[config.mk]
export PLATFORM = sky130hd
export DESIGN_NAME = ps2_mouse_ctrl
export DESIGN_NICKNAME = d
export VERILOG_FILES = /design/src/rtl/ps2_mouse_ctrl_pkg.sv /design/src/rtl/ps2_mouse_ctrl_timeout_cnt.sv /design/src/rtl/ps2_mouse_ctrl.sv
export SDC_FILE = /design/constraint.sdc
export NUM_CORES = 1
export LEC_CHECK = 0
export CORE_AREA = 5 5 77 108
export DETAILED_ROUTE_END_ITERATION = 7
export DIE_AREA = 0 0 82 113
export GPL_TIMING_DRIVEN = 0
export HOLD_SLACK_MARGIN = 0.12
export PLACE_DENSITY = 0.89
export SLEW_MARGIN = 20
export SYNTH_ARGS = -nofsm -noshare
export SYNTH_HDL_FRONTEND = slang
export SYNTH_SLANG_ARGS = --single-unit
[constraint.sdc]
create_clock -name clk -period 11.19 [get_ports clk]
set_input_delay 1.119 -clock clk [delete_from_list [all_inputs] [get_ports clk]]
set_output_delay 1.119 -clock clk [all_outputs]
set_load 0.05 [all_outputs]
[src/rtl/ps2_mouse_ctrl_pkg.sv]
// Shared constants, state encoding and small decode helpers for the PS/2 mouse sequencer.
package ps2_mouse_ctrl_pkg;

  localparam logic [7:0] CMD_RESET     = 8'hFF;
  localparam logic [7:0] CMD_EN_REPORT = 8'hF4;
  localparam logic [7:0] RSP_ACK       = 8'hFA;
  localparam logic [7:0] RSP_BAT_OK    = 8'hAA;
  localparam logic [7:0] RSP_ID_MOUSE  = 8'h00;

  typedef enum logic [3:0] {
    ST_SEND_RST    = 4'd0,
    ST_WAIT_TX_RST = 4'd1,
    ST_WAIT_ACK1   = 4'd2,
    ST_WAIT_BAT    = 4'd3,
    ST_WAIT_ID     = 4'd4,
    ST_SEND_EN     = 4'd5,
    ST_WAIT_TX_EN  = 4'd6,
    ST_WAIT_ACK2   = 4'd7,
    ST_PKT1        = 4'd8,
    ST_PKT2        = 4'd9,
    ST_PKT3        = 4'd10,
    ST_FAIL        = 4'd11
  } state_e;

  function automatic logic [7:0] rsp_of(state_e s);
    case (s)
      ST_WAIT_ACK1: return RSP_ACK;
      ST_WAIT_BAT:  return RSP_BAT_OK;
      ST_WAIT_ID:   return RSP_ID_MOUSE;
      ST_WAIT_ACK2: return RSP_ACK;
      default:      return RSP_ACK;
    endcase
  endfunction

  function automatic state_e rsp_next(state_e s);
    case (s)
      ST_WAIT_ACK1: return ST_WAIT_BAT;
      ST_WAIT_BAT:  return ST_WAIT_ID;
      ST_WAIT_ID:   return ST_SEND_EN;
      ST_WAIT_ACK2: return ST_PKT1;
      default:      return ST_SEND_RST;
    endcase
  endfunction

  // Receiver is muted while we own the bus and once the device is given up on.
  function automatic logic rx_en_of(state_e s);
    case (s)
      ST_SEND_RST, ST_WAIT_TX_RST, ST_SEND_EN, ST_WAIT_TX_EN, ST_FAIL: return 1'b0;
      default: return 1'b1;
    endcase
  endfunction

endpackage

[src/rtl/ps2_mouse_ctrl_timeout_cnt.sv]
// Saturating cycle counter with clear and a selectable terminal count (init timeout vs packet gap).
module ps2_timeout_cnt #(
  parameter int CW    = 26,
  parameter int LIM_A = 50_000_000,
  parameter int LIM_B = 1_000_000
) (
  input  logic clk,
  input  logic reset,
  input  logic clr,
  input  logic sel,
  output logic tc
);

  logic [CW-1:0] cnt_q;
  logic [CW-1:0] cnt_d;
  logic [CW-1:0] limit_s;

  // next count: clear wins, otherwise count up and stick at the limit
  always_comb begin
    limit_s = sel ? CW'(LIM_B) : CW'(LIM_A);
    if (clr) begin
      cnt_d = '0;
    end else if (cnt_q >= limit_s) begin
      cnt_d = cnt_q;
    end else begin
      cnt_d = cnt_q + CW'(1);
    end
  end

  // count register
  always_ff @(posedge clk or negedge reset) begin
    if (!reset) begin
      cnt_q <= '0;
    end else begin
      cnt_q <= cnt_d;
    end
  end

  assign tc = (cnt_q >= limit_s);

endmodule

[src/rtl/ps2_mouse_ctrl.sv]
// PS/2 mouse protocol sequencer: reset/enable handshake with retries, then 3-byte packet decode.
module ps2_mouse_ctrl #(
  parameter int TIMEOUT_CYC = 50_000_000,
  parameter int GAP_CYC     = 1_000_000,
  parameter int MAX_RETRY   = 3
) (
  input  logic       clk,
  input  logic       reset,
  input  logic [7:0] rx_data,
  input  logic       rx_done_tick,
  output logic       rx_en,
  input  logic       tx_idle,
  input  logic       tx_done_tick,
  output logic       tx_req,
  output logic [7:0] tx_data,
  output logic [8:0] xm,
  output logic [8:0] ym,
  output logic [2:0] btnm,
  output logic       m_done_tick,
  output logic       init_done,
  output logic       err
);
  import ps2_mouse_ctrl_pkg::*;

  localparam int LMAX = (TIMEOUT_CYC > GAP_CYC) ? TIMEOUT_CYC : GAP_CYC;
  localparam int CW   = $clog2(LMAX + 1);
  localparam int RW   = $clog2(MAX_RETRY + 1);

  state_e          state_q, state_d;
  logic [RW-1:0]   retry_q, retry_d;
  logic            tx_req_q, tx_req_d;
  logic [7:0]      tx_data_q, tx_data_d;
  logic            rx_en_q, rx_en_d;
  logic            init_done_q, init_done_d;
  logic            err_q, err_d;
  logic [8:0]      xm_q, xm_d;
  logic [8:0]      ym_q, ym_d;
  logic [2:0]      btnm_q, btnm_d;
  logic            m_done_tick_q, m_done_tick_d;
  logic [7:0]      b1_q, b1_d;
  logic [7:0]      b2_q, b2_d;
  logic            fail_s;
  logic            tc_s;
  logic            timer_clr_s;
  logic            gap_sel_s;

  ps2_timeout_cnt #(
    .CW    (CW),
    .LIM_A (TIMEOUT_CYC),
    .LIM_B (GAP_CYC)
  ) u_timer (
    .clk   (clk),
    .reset (reset),
    .clr   (timer_clr_s),
    .sel   (gap_sel_s),
    .tc    (tc_s)
  );

  // next-state, retry policy and output computation
  always_comb begin
    state_d       = state_q;
    retry_d       = retry_q;
    tx_req_d      = 1'b0;
    tx_data_d     = tx_data_q;
    init_done_d   = init_done_q;
    err_d         = err_q;
    xm_d          = xm_q;
    ym_d          = ym_q;
    btnm_d        = btnm_q;
    m_done_tick_d = 1'b0;
    b1_d          = b1_q;
    b2_d          = b2_q;
    fail_s        = 1'b0;

    case (state_q)
      ST_SEND_RST, ST_SEND_EN: begin
        if (tx_idle) begin
          tx_req_d  = 1'b1;
          tx_data_d = (state_q == ST_SEND_EN) ? CMD_EN_REPORT : CMD_RESET;
          state_d   = (state_q == ST_SEND_EN) ? ST_WAIT_TX_EN : ST_WAIT_TX_RST;
        end else if (tc_s) begin
          fail_s = 1'b1;
        end else begin
          state_d = state_q;
        end
      end
      ST_WAIT_TX_RST, ST_WAIT_TX_EN: begin
        if (tx_done_tick) begin
          state_d = (state_q == ST_WAIT_TX_EN) ? ST_WAIT_ACK2 : ST_WAIT_ACK1;
        end else if (tc_s) begin
          fail_s = 1'b1;
        end else begin
          state_d = state_q;
        end
      end
      ST_WAIT_ACK1, ST_WAIT_BAT, ST_WAIT_ID, ST_WAIT_ACK2: begin
        if (rx_done_tick) begin
          if (rx_data == rsp_of(state_q)) begin
            state_d     = rsp_next(state_q);
            init_done_d = (state_q == ST_WAIT_ACK2) ? 1'b1 : init_done_q;
          end else begin
            fail_s = 1'b1;
          end
        end else if (tc_s) begin
          fail_s = 1'b1;
        end else begin
          state_d = state_q;
        end
      end
      ST_PKT1: begin
        // bytes without the always-one bit 3 cannot start a packet
        if (rx_done_tick && rx_data[3]) begin
          b1_d    = rx_data;
          state_d = ST_PKT2;
        end else begin
          state_d = ST_PKT1;
        end
      end
      ST_PKT2: begin
        if (rx_done_tick) begin
          b2_d    = rx_data;
          state_d = ST_PKT3;
        end else if (tc_s) begin
          state_d = ST_PKT1;
        end else begin
          state_d = ST_PKT2;
        end
      end
      ST_PKT3: begin
        if (rx_done_tick) begin
          xm_d          = b1_q[6] ? 9'd0 : {b1_q[4], b2_q};
          ym_d          = b1_q[7] ? 9'd0 : {b1_q[5], rx_data};
          btnm_d        = b1_q[2:0];
          m_done_tick_d = 1'b1;
          state_d       = ST_PKT1;
        end else if (tc_s) begin
          state_d = ST_PKT1;
        end else begin
          state_d = ST_PKT3;
        end
      end
      ST_FAIL: begin
        state_d = ST_FAIL;
      end
      default: begin
        state_d = ST_SEND_RST;
      end
    endcase

    if (fail_s) begin
      retry_d = retry_q + RW'(1);
      if (retry_q == RW'(MAX_RETRY - 1)) begin
        state_d = ST_FAIL;
        err_d   = 1'b1;
      end else begin
        state_d = ST_SEND_RST;
      end
    end else begin
      retry_d = retry_q;
    end

    rx_en_d = rx_en_of(state_d);
  end

  // a failed attempt restarts in the same state it left, so it must clear the timer explicitly
  assign timer_clr_s = (state_d != state_q) || fail_s;
  assign gap_sel_s   = (state_q == ST_PKT2) || (state_q == ST_PKT3);

  // state and output registers
  always_ff @(posedge clk or negedge reset) begin
    if (!reset) begin
      state_q       <= ST_SEND_RST;
      retry_q       <= '0;
      tx_req_q      <= 1'b0;
      tx_data_q     <= 8'h00;
      rx_en_q       <= 1'b0;
      init_done_q   <= 1'b0;
      err_q         <= 1'b0;
      xm_q          <= 9'd0;
      ym_q          <= 9'd0;
      btnm_q        <= 3'd0;
      m_done_tick_q <= 1'b0;
      b1_q          <= 8'h00;
      b2_q          <= 8'h00;
    end else begin
      state_q       <= state_d;
      retry_q       <= retry_d;
      tx_req_q      <= tx_req_d;
      tx_data_q     <= tx_data_d;
      rx_en_q       <= rx_en_d;
      init_done_q   <= init_done_d;
      err_q         <= err_d;
      xm_q          <= xm_d;
      ym_q          <= ym_d;
      btnm_q        <= btnm_d;
      m_done_tick_q <= m_done_tick_d;
      b1_q          <= b1_d;
      b2_q          <= b2_d;
    end
  end

  assign rx_en       = rx_en_q;
  assign tx_req      = tx_req_q;
  assign tx_data     = tx_data_q;
  assign xm          = xm_q;
  assign ym          = ym_q;
  assign btnm        = btnm_q;
  assign m_done_tick = m_done_tick_q;
  assign init_done   = init_done_q;
  assign err         = err_q;

endmodule

==> results.ini <==
[detailed_routing]
postRouteAntennaNets = 0
drcViolationCount = 0
wire_per_inst_um = 16.4
drtIter0Drc = 148
dr.pass1.iters = 4
via_per_inst = 5.75
routed_wl_um = 10000
num_vias = 3511

[worst_setup_path]
worst_path_dominant_cell_family = simple AND/OR/NAND/NOR gates
critPathKind = flip-flop to flip-flop
ff2ff_path_depth = 14
required_ns = 11.47
crit_fanout = 11
end_kind = flip-flop
crit_buf_inv = 3
crit_chain = buf_2, nand2b_1, clkbuf_1, nor2_1, ha_1, and4b_1, a2111oi_2, a221oi_2, nor4_4, o311ai_4, o311ai_4, o2111ai_4, buf_6, nor2_1
critPathLaunchType = flip-flop
cp_num_cells = 14
crit_slowest_cell = nor2_1
crit_arrival_ns = 4.71
slowest_delay_ns = 0.68

[place]
post_dp_cell_area_mm2 = 0.00488
io_buffers = 45
dpl.hpwl_um = 7340
place_congestion = 0.909

[synth]
synth_cells = 452
syn_area_per_cell_um2 = 9.48
ys_seq_elements = 75
synth_area_mm2 = 0.00429
yosysSeqAreaShare = 0.438
synthFlopType = dfrtp_1
synthesis.nets = 478
yosysWarnings = 0
async_flop_share = 1.00
ys_types = 62
synth_edf_count = 0

[final_layout]
drive_gt1_frac = 0.121
fin_nets = 535
design_area_mm2 = 0.00512
fillers = 549
num_antenna_cells = 0
areaGrowthSynthToFinish_pct = 19.5

[sta]
worst_pin_slew_ns = 0.803
post-route-period-util = 0.395
min_period_ns = 4.42
tns_ns = 0
setup_viol = 0
skew_ns = 0.00866
fmax_ghz = 0.226
hold_viol = 0
rsz0062_at_grt = no
final-max-slew-violation-count = 0
maxSlewHeadroom = 0.463

[cts]
clk_pin_slew_ns = 0.08
worst_skew_pair.late_latency_ns = 0.36
htree_levels = 3
cts_hold_buf = 0
cts_tree = done
postCtsSetupRepairBufs = 0
cts_root_buf = clkbuf_8
clockBufferDepth = 2
cts_resized = 0
cts_buffers = 9
cts.sink_count = 75

[flow_run]
cap_violations = 0

[floorplan]
fp.coreArea_mm2 = 0.00722
rows = 37
ios = 47
start_util = 0.593
fp.dieH_um = 113
die_w_um = 82
die_area_mm2 = 0.00927

[min_path]
min_path_type = flip-flop to flip-flop
worstHoldPathCells = 1

[power_and_ir_drop]
p_leak_uw = 0.00215
vdd_drop_max_mv = 0.173
powerDensity_mw_per_mm2 = 236

[global_routing]
grt_pass1_wl_um = 16900
track_usage = 0.237
antenna_found_initial = 0
grt.overflow.total = 0
first_global_vias = 3545
grt_max_degree = 54

[status]
outcome = finished clean

[per-stage QoR]
step	cells	utilization	total power [uW]	setup WS (ns)	hold WS (ns)
after global placement	594	0.673	939	6.58	0.450
after CTS	611	0.709	1220	6.79	0.469
after detailed placement	595	0.676	961	6.84	0.453
final	611	0.709	1210	6.77	0.468
after global routing	611	0.709	1290	6.49	0.504
after floorplan	452	-	791	7.56	0.433
[synth_stat cells, types with 2 or more instances]
cell      count  area share
buf_4         6       0.011
nor2b_1       6      0.0088
o211a_1       2      0.0047
nor4_1        6      0.0088
nor3_1       14       0.016
nand2_1      48       0.042
o21a_1        2      0.0035
o41ai_1       2      0.0041
a221o_1       2      0.0047
o22ai_1       4      0.0058
clkbuf_1     10      0.0088
nand3_1      10       0.012
o311ai_4      2       0.012
nand2b_1     21       0.031
a211oi_1      2      0.0035
inv_1        14       0.012
or3_1         2      0.0029
a31oi_1       3      0.0044
a211o_1       2      0.0041
a21oi_1       7      0.0082
a22oi_1       2      0.0035
ha_1         13       0.038
or2_2         6      0.0088
xor2_1        7       0.014
o21ai_0      32       0.037
dfrtp_1      75        0.44
o31ai_1       2      0.0035
buf_2         6      0.0070
xnor2_1      23       0.047
mux2i_1       5       0.012
mux2_2       15       0.039
buf_6         2      0.0053
nor2_1       53       0.046
nand4_1      10       0.015
and3_1        7       0.010
o31a_1        3      0.0061
[power breakdown]
part           internal [uW]  switching, uW
logic                    212            358
clock network            149            104
registers                343           42.6
total                    704            505
[worst paths after layout]
path                            start                 to  slack (ns)
setup / recovery           state_q[2]  u_timer.cnt_q[10]        6.77
hold / removal                    err                err        0.47
setup reg to reg           state_q[2]  u_timer.cnt_q[10]        6.77
hold reg to reg                   err                err        0.47
max in group asynchronous       reset              ym[2]        9.98
min in group asynchronous       reset   u_timer.cnt_q[6]        0.65
[layout make-up]
class	instances	area, um^2	area share
Clock buffer	10	128	0.0249
Tap cell	97	121	0.0237
Inverter	16	60.1	0.0117
Clock inverter	6	111	0.0217
Sequential cell	75	1880	0.366
Buffer	25	139	0.0271
Multi-Input combinational cell	336	2210	0.431
Timing Repair Buffer	46	475	0.0928
[kinds of logic after synthesis]
| family | share of synthesized area |
|---|---|
| XOR/XNOR | 0.0613 |
| AO/OA/AOI/OAI | 0.135 |
| adder cells (fa/ha/maj) | 0.0380 |
| flip-flops | 0.438 |
| buffers and inverters | 0.0464 |
| AND/OR/NAND/NOR | 0.230 |
| multiplexers | 0.0511 |
[flip-flops by register name (all words and copies together), names as in the netlist, 3 cells and up]
name / flops
b1_q: 7
b2_q: 8
btnm: 3
state_q: 4
u_timer.cnt_q: 26
xm: 9
ym: 9
[layer usage]
layer / GRT usage / wire length, um
met3: 0.0510 / 516
met2: 0.397 / 5300
met5: 0 / 0
met4: 0.0998 / 218
met1: 0.289 / 3980
[placed cells by master (no fill, tap or decap), drive strengths merged, types with 2 or more instances in the layout]
cell type	count
a211oi	2
or3	2
ha	13
clkdlybuf4s50	44
nor4	7
inv	16
a211o	2
and3	7
o31a	3
o22ai	4
o311ai	2
a221o	2
o21ai	32
mux2i	5
bufinv	3
xnor2	23
a21oi	7
or2	6
nand3	11
o211a	2
nand2b	21
nor2	53
nand4	10
o31ai	2
o21a	2
mux2	15
clkbuf	20
o41ai	2
a22oi	2
clkinv	2
dfrtp	75
buf	17
nor3	14
xor2	7
a31oi	3
nor2b	6
nand2	48
(Power assumes the default switching activity.)
